==> config.mk <==
export PLATFORM = sky130hd
export DESIGN_NAME = vector_relu_backprop
export DESIGN_NICKNAME = d
export VERILOG_FILES = /design/src/rtl/relu_bp_pkg.sv /design/src/rtl/relu_mask_fifo.sv /design/src/rtl/vector_relu_backprop.sv
export SDC_FILE = /design/constraint.sdc
export NUM_CORES = 1
export LEC_CHECK = 0
export BUFFER_PORTS_ARGS = -buffer_cell sky130_fd_sc_hd__buf_2
export CORE_MARGIN = 2
export CORE_UTILIZATION = 34
export CTS_CLUSTER_SIZE = 14
export DETAILED_ROUTE_END_ITERATION = 10
export HOLD_SLACK_MARGIN = 0.08
export MAX_ROUTING_LAYER = met4
export PLACE_DENSITY = 0.64
export SYNTH_ARGS = -nofsm -noshare
export SYNTH_HDL_FRONTEND = slang
export SYNTH_HIERARCHICAL = 1
export SYNTH_SLANG_ARGS = --single-unit
==> constraint.sdc <==
create_clock -name clk -period 2.4 [get_ports clk]
set_clock_uncertainty 0.05 [all_clocks]
set_input_delay 0.48 -clock clk [delete_from_list [all_inputs] [get_ports clk]]
set_output_delay 0.48 -clock clk [all_outputs]
set_load 0.02 [all_outputs]
==> src/rtl/relu_bp_pkg.sv <==
// Shared defaults and the forward-activation mask computation for the ReLU
// backprop datapath.
package relu_bp_pkg;

    localparam int unsigned DEF_BITWIDTH  = 8;
    localparam int unsigned DEF_LENGTH    = 4;
    localparam int signed   DEF_THRESHOLD = 0;
    localparam int unsigned DEF_DEPTH     = 4;

    localparam int unsigned MAX_BITWIDTH = 32;
    localparam int unsigned MAX_LENGTH   = 64;
    localparam int unsigned MAX_VEC      = MAX_BITWIDTH * MAX_LENGTH;

    typedef logic [MAX_VEC-1:0]    vec_t;
    typedef logic [MAX_LENGTH-1:0] mask_t;

    // Callers zero-extend their packed vector into vec_t and truncate the result;
    // each element is sign-extended to MAX_BITWIDTH before the signed compare.
    function automatic mask_t relu_mask(
        input vec_t        vec,
        input int signed   thr,
        input int unsigned len,
        input int unsigned bw
    );
        mask_t                          m;
        logic signed [MAX_BITWIDTH-1:0] elem;
        m    = '0;
        elem = '0;
        for (int unsigned i = 0; i < MAX_LENGTH; i++) begin
            if (i < len) begin
                for (int unsigned b = 0; b < MAX_BITWIDTH; b++) begin
                    elem[b] = (b < bw) ? vec[i*bw + b] : vec[i*bw + bw - 1];
                end
                m[i] = (elem > thr);
            end
        end
        return m;
    endfunction

endpackage

==> src/rtl/relu_mask_fifo.sv <==
// Circular FIFO holding one ReLU activation mask per forward vector until its
// matching gradient arrives.
module relu_mask_fifo
    import relu_bp_pkg::*;
#(
    parameter int unsigned WIDTH = DEF_LENGTH,
    parameter int unsigned DEPTH = DEF_DEPTH
) (
    input  logic                       clk,
    input  logic                       rst,
    input  logic                       flush,
    input  logic                       push,
    input  logic [WIDTH-1:0]           wdata,
    input  logic                       pop,
    output logic [WIDTH-1:0]           rdata,
    output logic [$clog2(DEPTH+1)-1:0] count,
    output logic                       full,
    output logic                       empty
);

    localparam int unsigned AW = $clog2(DEPTH);
    localparam int unsigned CW = $clog2(DEPTH+1);
    localparam logic [CW-1:0] DEPTH_C = CW'(DEPTH);

    logic [WIDTH-1:0] r_mem [DEPTH];
    logic [AW-1:0]    r_wptr;
    logic [AW-1:0]    r_rptr;
    logic [CW-1:0]    r_count;

    assign rdata = r_mem[r_rptr];
    assign count = r_count;
    assign full  = (r_count == DEPTH_C);
    assign empty = (r_count == '0);

    // Storage is intentionally left out of reset; only pointers/count qualify it.
    always_ff @(posedge clk) begin
        if (push && !flush) begin
            r_mem[r_wptr] <= wdata;
        end
    end

    always_ff @(posedge clk or posedge rst) begin
        if (rst) begin
            r_wptr  <= '0;
            r_rptr  <= '0;
            r_count <= '0;
        end else if (flush) begin
            r_wptr  <= '0;
            r_rptr  <= '0;
            r_count <= '0;
        end else begin
            if (push) begin
                r_wptr <= r_wptr + AW'(1);
            end
            if (pop) begin
                r_rptr <= r_rptr + AW'(1);
            end
            if (push && !pop) begin
                r_count <= r_count + CW'(1);
            end else if (pop && !push) begin
                r_count <= r_count - CW'(1);
            end
        end
    end

endmodule

==> src/rtl/vector_relu_backprop.sv <==
// ReLU backward pass: records a sign mask per forward vector and gates each
// incoming gradient vector by its oldest stored mask, with a registered output.
module vector_relu_backprop
    import relu_bp_pkg::*;
#(
    parameter int unsigned BITWIDTH  = DEF_BITWIDTH,
    parameter int unsigned LENGTH    = DEF_LENGTH,
    parameter int signed   THRESHOLD = DEF_THRESHOLD,
    parameter int unsigned DEPTH     = DEF_DEPTH
) (
    input  logic                         clk,
    input  logic                         rst,
    input  logic                         flush,
    input  logic                         fwd_valid,
    output logic                         fwd_ready,
    input  logic [LENGTH*BITWIDTH-1:0]   fwd_data,
    input  logic                         grad_valid,
    output logic                         grad_ready,
    input  logic [LENGTH*BITWIDTH-1:0]   grad_data,
    output logic                         out_valid,
    input  logic                         out_ready,
    output logic [LENGTH*BITWIDTH-1:0]   out_data,
    output logic [$clog2(DEPTH+1)-1:0]   mask_count
);

    localparam int unsigned VW = LENGTH * BITWIDTH;
    localparam int unsigned CW = $clog2(DEPTH+1);

    logic              w_fwd_xfer;
    logic              w_grad_xfer;
    logic              w_full;
    logic              w_empty;
    logic [LENGTH-1:0] w_fwd_mask;
    logic [LENGTH-1:0] w_rd_mask;
    logic [VW-1:0]     w_gated;
    logic [CW-1:0]     w_count;
    logic              r_out_valid;
    logic [VW-1:0]     r_out_data;

    assign w_fwd_mask = LENGTH'(relu_mask(vec_t'(fwd_data), THRESHOLD, LENGTH, BITWIDTH));

    // Readies come from registered FIFO occupancy, so flush never affects them
    // within its own cycle and a full FIFO refuses a push even alongside a pop.
    assign fwd_ready   = !w_full;
    assign grad_ready  = !w_empty && (!r_out_valid || out_ready);
    assign w_fwd_xfer  = fwd_valid && fwd_ready;
    assign w_grad_xfer = grad_valid && grad_ready;

    relu_mask_fifo #(
        .WIDTH (LENGTH),
        .DEPTH (DEPTH)
    ) u_mask_fifo (
        .clk   (clk),
        .rst   (rst),
        .flush (flush),
        .push  (w_fwd_xfer),
        .wdata (w_fwd_mask),
        .pop   (w_grad_xfer),
        .rdata (w_rd_mask),
        .count (w_count),
        .full  (w_full),
        .empty (w_empty)
    );

    always_comb begin
        w_gated = '0;
        for (int unsigned i = 0; i < LENGTH; i++) begin
            if (w_rd_mask[i]) begin
                w_gated[i*BITWIDTH +: BITWIDTH] = grad_data[i*BITWIDTH +: BITWIDTH];
            end
        end
    end

    always_ff @(posedge clk or posedge rst) begin
        if (rst) begin
            r_out_valid <= 1'b0;
            r_out_data  <= '0;
        end else if (flush) begin
            r_out_valid <= 1'b0;
            r_out_data  <= '0;
        end else if (w_grad_xfer) begin
            r_out_valid <= 1'b1;
            r_out_data  <= w_gated;
        end else if (out_ready) begin
            r_out_valid <= 1'b0;
        end
    end

    assign out_valid  = r_out_valid;
    assign out_data   = r_out_data;
    assign mask_count = w_count;

endmodule

* Word-level counts from Yosys, hierarchy flattened
Memories as Yosys holds them, arrays and structs flattened. Cells that the tools add are included.
Storage, ports and cells: ROM bits 0, bits of input ports 70, latch bits 0, logic and storage cells 51, memory bits (writable) 16, output and inout bits 38, bits in registers 40, memories 1
Cells by class: bitwise gates (word level) 0, add/sub/neg operators 4, equality and inequality tests 1, order comparisons 4, multipliers 0, div/mod/pow operators 0, muxes and demuxes 18, shift operators 0, reduce and logical (&&, ||, !) cells 18
Memories:
- u_mask_fifo.r_mem | depth 4, width 4, rd ports 1, clocked after memory_dff 0, write ports 1, line relu_mask_fifo.sv:25 | logic [WIDTH-1:0] r_mem [DEPTH];
Operator list (number):
- $mux 32 | 2
- $gt 8x1->1 const B | 4
- $mux 8 | 4
- $mux 3 | 3
- $mux 2 | 4
- $logic_and 1x1->1 | 6
- $logic_not 1->1 | 6
- $reduce_bool 3->1 | 2
- $mux 1 | 5
- $add 2x1->2 const B | 2
- $reduce_bool 2->1 | 2
- $add 3x1->3 const B | 1
- $eq 3x3->1 const B | 1
- $logic_not 3->1 | 1
- $sub 3x1->3 const B | 1
- $logic_or 1x1->1 | 1

* Depth between registers and ports, before layout
word-level depth 8, depth in mapped cells 9, depth with buffers taken out 8

* Hierarchy
The synthesis kept the hierarchy.
Modules (own cells, without submodules):
- vector_relu_backprop | seq. area each 825.8 um^2, instances 1, area each 1587.8 um^2, cells each 173
- relu_mask_fifo | seq. area each 655.6 um^2, instances 1, area each 1044.8 um^2, cells each 67

* Least setup slack after synthesis
No wires, ideal clock.
path kind reg2reg, start point reg u_mask_fifo.r_count[0], in the netlist u_mask_fifo/count[0], end point reg u_mask_fifo.r_count[2], in the netlist u_mask_fifo/count[2], arrival time 2.391 ns, period minus slack after synthesis 2.574 ns, path buffers 1, setup slack -0.174 ns, required time 2.217 ns, cell stages (with the launch flop) 10, library setup time 0.133 ns, cells stage by stage dfrtp_1 nor3_1 nand2b_1 buf_2 nor2_1 and2b_2 fa_1 nor3b_1 o21ai_1 nor3b_1
On the way: word-level cells in the longest chain between the ends 8, elaborated cells on any way between the ends 17, those cells by class add/sub (2); eq/ne (1); mux (3); reduce/logical (11)
Ends and longest elaborated chain:
- start: declaration | line relu_mask_fifo.sv:28 | logic [CW-1:0] r_count;
- start signal: assignment | line relu_mask_fifo.sv:59 | r_count <= r_count + CW'(1);
- start signal: assignment | line relu_mask_fifo.sv:61 | r_count <= r_count - CW'(1);
- $logic_not 3->1 * | line relu_mask_fifo.sv:33 | assign empty = (r_count == '0);
- via w_empty | line vector_relu_backprop.sv:32 | logic w_empty;
- $logic_not 1->1 * | line vector_relu_backprop.sv:45 | assign grad_ready = !w_empty && (!r_out_valid || out_ready);
- $logic_and 1x1->1 * | line vector_relu_backprop.sv:45
- $logic_and 1x1->1 * | line vector_relu_backprop.sv:47 | assign w_grad_xfer = grad_valid && grad_ready;
- via w_grad_xfer | line vector_relu_backprop.sv:30 | logic w_grad_xfer;
- $logic_not 1->1 | line relu_mask_fifo.sv:58 | if (push && !pop) begin
- $logic_and 1x1->1 | line relu_mask_fifo.sv:58
- $mux 3 | line relu_mask_fifo.sv:58
- $mux 3 | line relu_mask_fifo.sv:47 | end else if (flush) begin
Mark *: on every way through the listed nets, which the timed path passes. The rest lies on a longest branch. The select of a mux whose other input is x is not followed. A chain may end at the register's enable or synchronous reset.

* Worst setup path in the final report
start point reg u_mask_fifo.r_count[1], in the netlist u_mask_fifo/count[1], end point reg u_mask_fifo.r_count[2], in the netlist u_mask_fifo/count[2]
The elaborated chain is that of the path after synthesis.

==> summary.txt <==
Status
  • Status: finished clean

Synthesis
  • Syn nets: 315
  • Mapped Area: 0.00263 mm^2
  • Post-Synth XOR/XNOR Area: 0.0195
  • Ranking of synthesized cells by area: dfrtp_1, edfxtp_1, nand4_1
  • Cells after Synth: 240
  • Synth area leader: dfrtp_1
  • Simple-Gate Fraction of Synth Area: 0.149
  • Largest family of logic cells by synthesized area: simple AND/OR/NAND/NOR gates
  • #FFs+latches synth: 56
  • Register area share after synthesis: 0.563
  • Share of the synthesized area in the top cell type: 0.380
  • Post-synth cell types: 32
  • Post-synthesis adder-cell area fraction: 0.0266
  • Post-synthesis mux area share: 0.0380
  • Compound-Gate Fraction of Synth Area: 0.138
  • Synth warnings: 6
  • Post-Syn Area per Cell: 11.0 um^2

Timing
  • Final Cycle Share: 0.869
  • Max-slew violations: 0
  • Final Hold Fails: 0
  • RSZ-0062 raised after global routing: no
  • Worst Slack Setup Final: 0.315 ns
  • Max_slew headroom: 0.691
  • Total negative slack: 0 ns
  • Period minus WS final: 2.08 ns
  • Tightest Pin Transition: 0.463 ns
  • Fmax: 0.480 GHz
  • Final setup fails: 0

Setup path
  • CP endpoint: u_mask_fifo/count[2]$_DFFE_PP0P_
  • Crit path launch: u_mask_fifo/count[1]$_DFFE_PP0P_
  • Startpoint types: flip-flop
  • Critical Path RT: 2.58 ns
  • WS Path Type: flip-flop to flip-flop
  • Critical path peak fanout: 4
  • R2R Path End: u_mask_fifo/count[2]$_DFFE_PP0P_
  • Reg2Reg Depth: 8
  • Reg2Reg Setup Slack: 0.32 ns
  • Reg-to-reg startpoint: u_mask_fifo/count[1]$_DFFE_PP0P_
  • Endpoint class of the critical path: flip-flop
  • CP Data Arrival Time: 2.27 ns

Finish
  • Share of cells above drive strength 1: 0.400
  • # nets final: 414
  • ANT cells: 0
  • Area Growth Syn to Fin: 27.4%
  • Leading cell type in the layout, fill and taps excluded: buf_2
  • Most frequent cells in the layout: buf_2, dfrtp_1, a21oi_1

Die
  • Die Y: 92.0 um
  • Num rows: 32
  • Die width: 92.0 um
  • Starting density of the core: 0.346
  • DIE AREA: 0.00846 mm^2
  • # IOs: 108
  • CORE AREA: 0.00761 mm^2

Drt
  • Detail Route Antenna Nets: 0
  • Drt first pass iters: 4
  • Vias per cell: 5.12
  • Wire per inst: 14.9 um
  • Initial drt markers: 111
  • DR vias: 2261
  • # DRC: 0
  • Drt total wl: 6570 um

Global route
  • Global-route wire length before repair: 11000 um
  • GRT Total Usage: 0.168
  • Vias in the first global route: 2208
  • Largest net degree at the start of global routing: 41
  • Aggregate global routing overflow: 0
  • Initial antenna violation count: 0

CTS
  • Post-CTS Setup Inserts: 0
  • CTS tree: built
  • Worst-Skew Late Latency: 0.32 ns
  • Hold buffers post-CTS: 1
  • CTS resizes: 0
  • Clk root buf: clkbuf_8
  • Clock slew at reported path FFs: 0.11 ns
  • # clock sinks: 56
  • Clk buf depth: 2
  • H-tree levels: 2
  • CTS Buf Count: 5

Power and ir drop
  • Lkg Pwr: 1.53 nW
  • Flop pwr share: 0.412
  • Pwr/cell area: 881 mW/mm^2
  • Peak supply drop: 0.654 mV
  • Pint: 0.00184 W
  • Switch Pwr: 0.00111 W
  • Net Sw Frac: 0.376
  • Gate power share: 0.373
  • Clock power frac: 0.216

Placement
  • Number of buffers added on ports: 107
  • Post-DP HPWL: 4580 um
  • Setup WS pre-CTS: 0.246 ns
  • GP Congestion: 0.833

Min path
  • Hold WC Path Type: input port to flip-flop

Flow run
  • Max Cap Violations: 0
## flip-flops by register name, indices dropped and copies added, names as in the netlist
name                count
u_mask_fifo/r_wptr      2
out_data               32
u_mask_fifo/r_rptr      2
out_valid               1
u_mask_fifo/count       3
u_mask_fifo/r_mem      16
## cell usage after synthesis (all sizes together)
cell and n:
and3 1, mux2i 1, buf 18, nand2b 2, and2b 2, nor2 8, nor4 4, fa 1
nor3 6, inv 7, edfxtp 16, nor2b 3, and3b 1, clkbuf 7, mux4 4, nand4 32
nor3b 2, a21oi 37, dfrtp 40, xor2 2, ha 4, nand2 1, a211oi 1, and2 4
xnor2 3, o21ai 33
## power by group through the flow
stage / combinational, W / clock, W / sequential, W
CTS: 0.00111 / 0.000653 / 0.00122
finish: 0.00110 / 0.000637 / 0.00122
detailed placement: 0.00110 / 0 / 0.00124
global route: 0.00122 / 0.000692 / 0.00124
global placement: 0.00109 / 0 / 0.00123
floorplan: 0.000699 / 0 / 0.00133
## cell type report
type,instances,area [um^2]
Multi-Input combinational cell,152,987
Clock buffer,5,68.8
Sequential cell,56,1480
Clock inverter,3,46.3
Inverter,7,26.3
Timing Repair Buffer,117,613
Tap cell,102,128
Fill cell,763,4250
## per-stage QoR
stage	utilization	cell area (um^2)	cells	power [W]	hold slack (ns)
finish	0.441	3350	442	0.00295	0.360
global route	0.441	3350	442	0.00315	0.358
CTS	0.441	3350	442	0.00298	0.348
detailed placement	0.424	3230	433	0.00234	0.402
global placement	0.424	3230	433	0.00232	0.394
floorplan	-	2640	240	0.00203	0.233
## worst min-delay path by stage
stage,startpoint,to,cells past startpoint
6_report,grad_data[23],out_data[23]$_DFFE_PP0P_,3
5_1_grt,grad_data[26],out_data[26]$_DFFE_PP0P_,3
4_1_cts,grad_data[23],out_data[23]$_DFFE_PP0P_,3
3_5_place_dp,rst,u_mask_fifo/r_wptr[1]$_DFFE_PP0P_,2
3_3_place_gp,rst,u_mask_fifo/r_wptr[1]$_DFFE_PP0P_,2
2_1_floorplan,rst,u_mask_fifo/count[1]$_DFFE_PP0P_,1
## worst max-delay path, stage by stage, from the launching register on
cell      delay (ns)
dfrtp_1         0.41
nor3_1          0.08
nand2b_1        0.20
nor2_4          0.12
and2b_2         0.23
fa_1            0.38
nor3b_1         0.26
nor3_1          0.08
nor3b_1         0.19
## cell families after synthesis
group | count (synthesis)
AO/OA/AOI/OAI | 71
XOR/XNOR | 5
adder cells (fa/ha/maj) | 5
buffers and inverters | 32
flip-flops | 56
multiplexers | 5
AND/OR/NAND/NOR | 66
## layer usage
layer	routed length [um]	GRT usage	share of wire
met5	0	-	0
met4	52	0.0410	0.0079
met3	352	0.0288	0.054
met2	3180	0.273	0.48
met1	2990	0.221	0.46
Note: power is estimated with default switching activity, not from simulation.
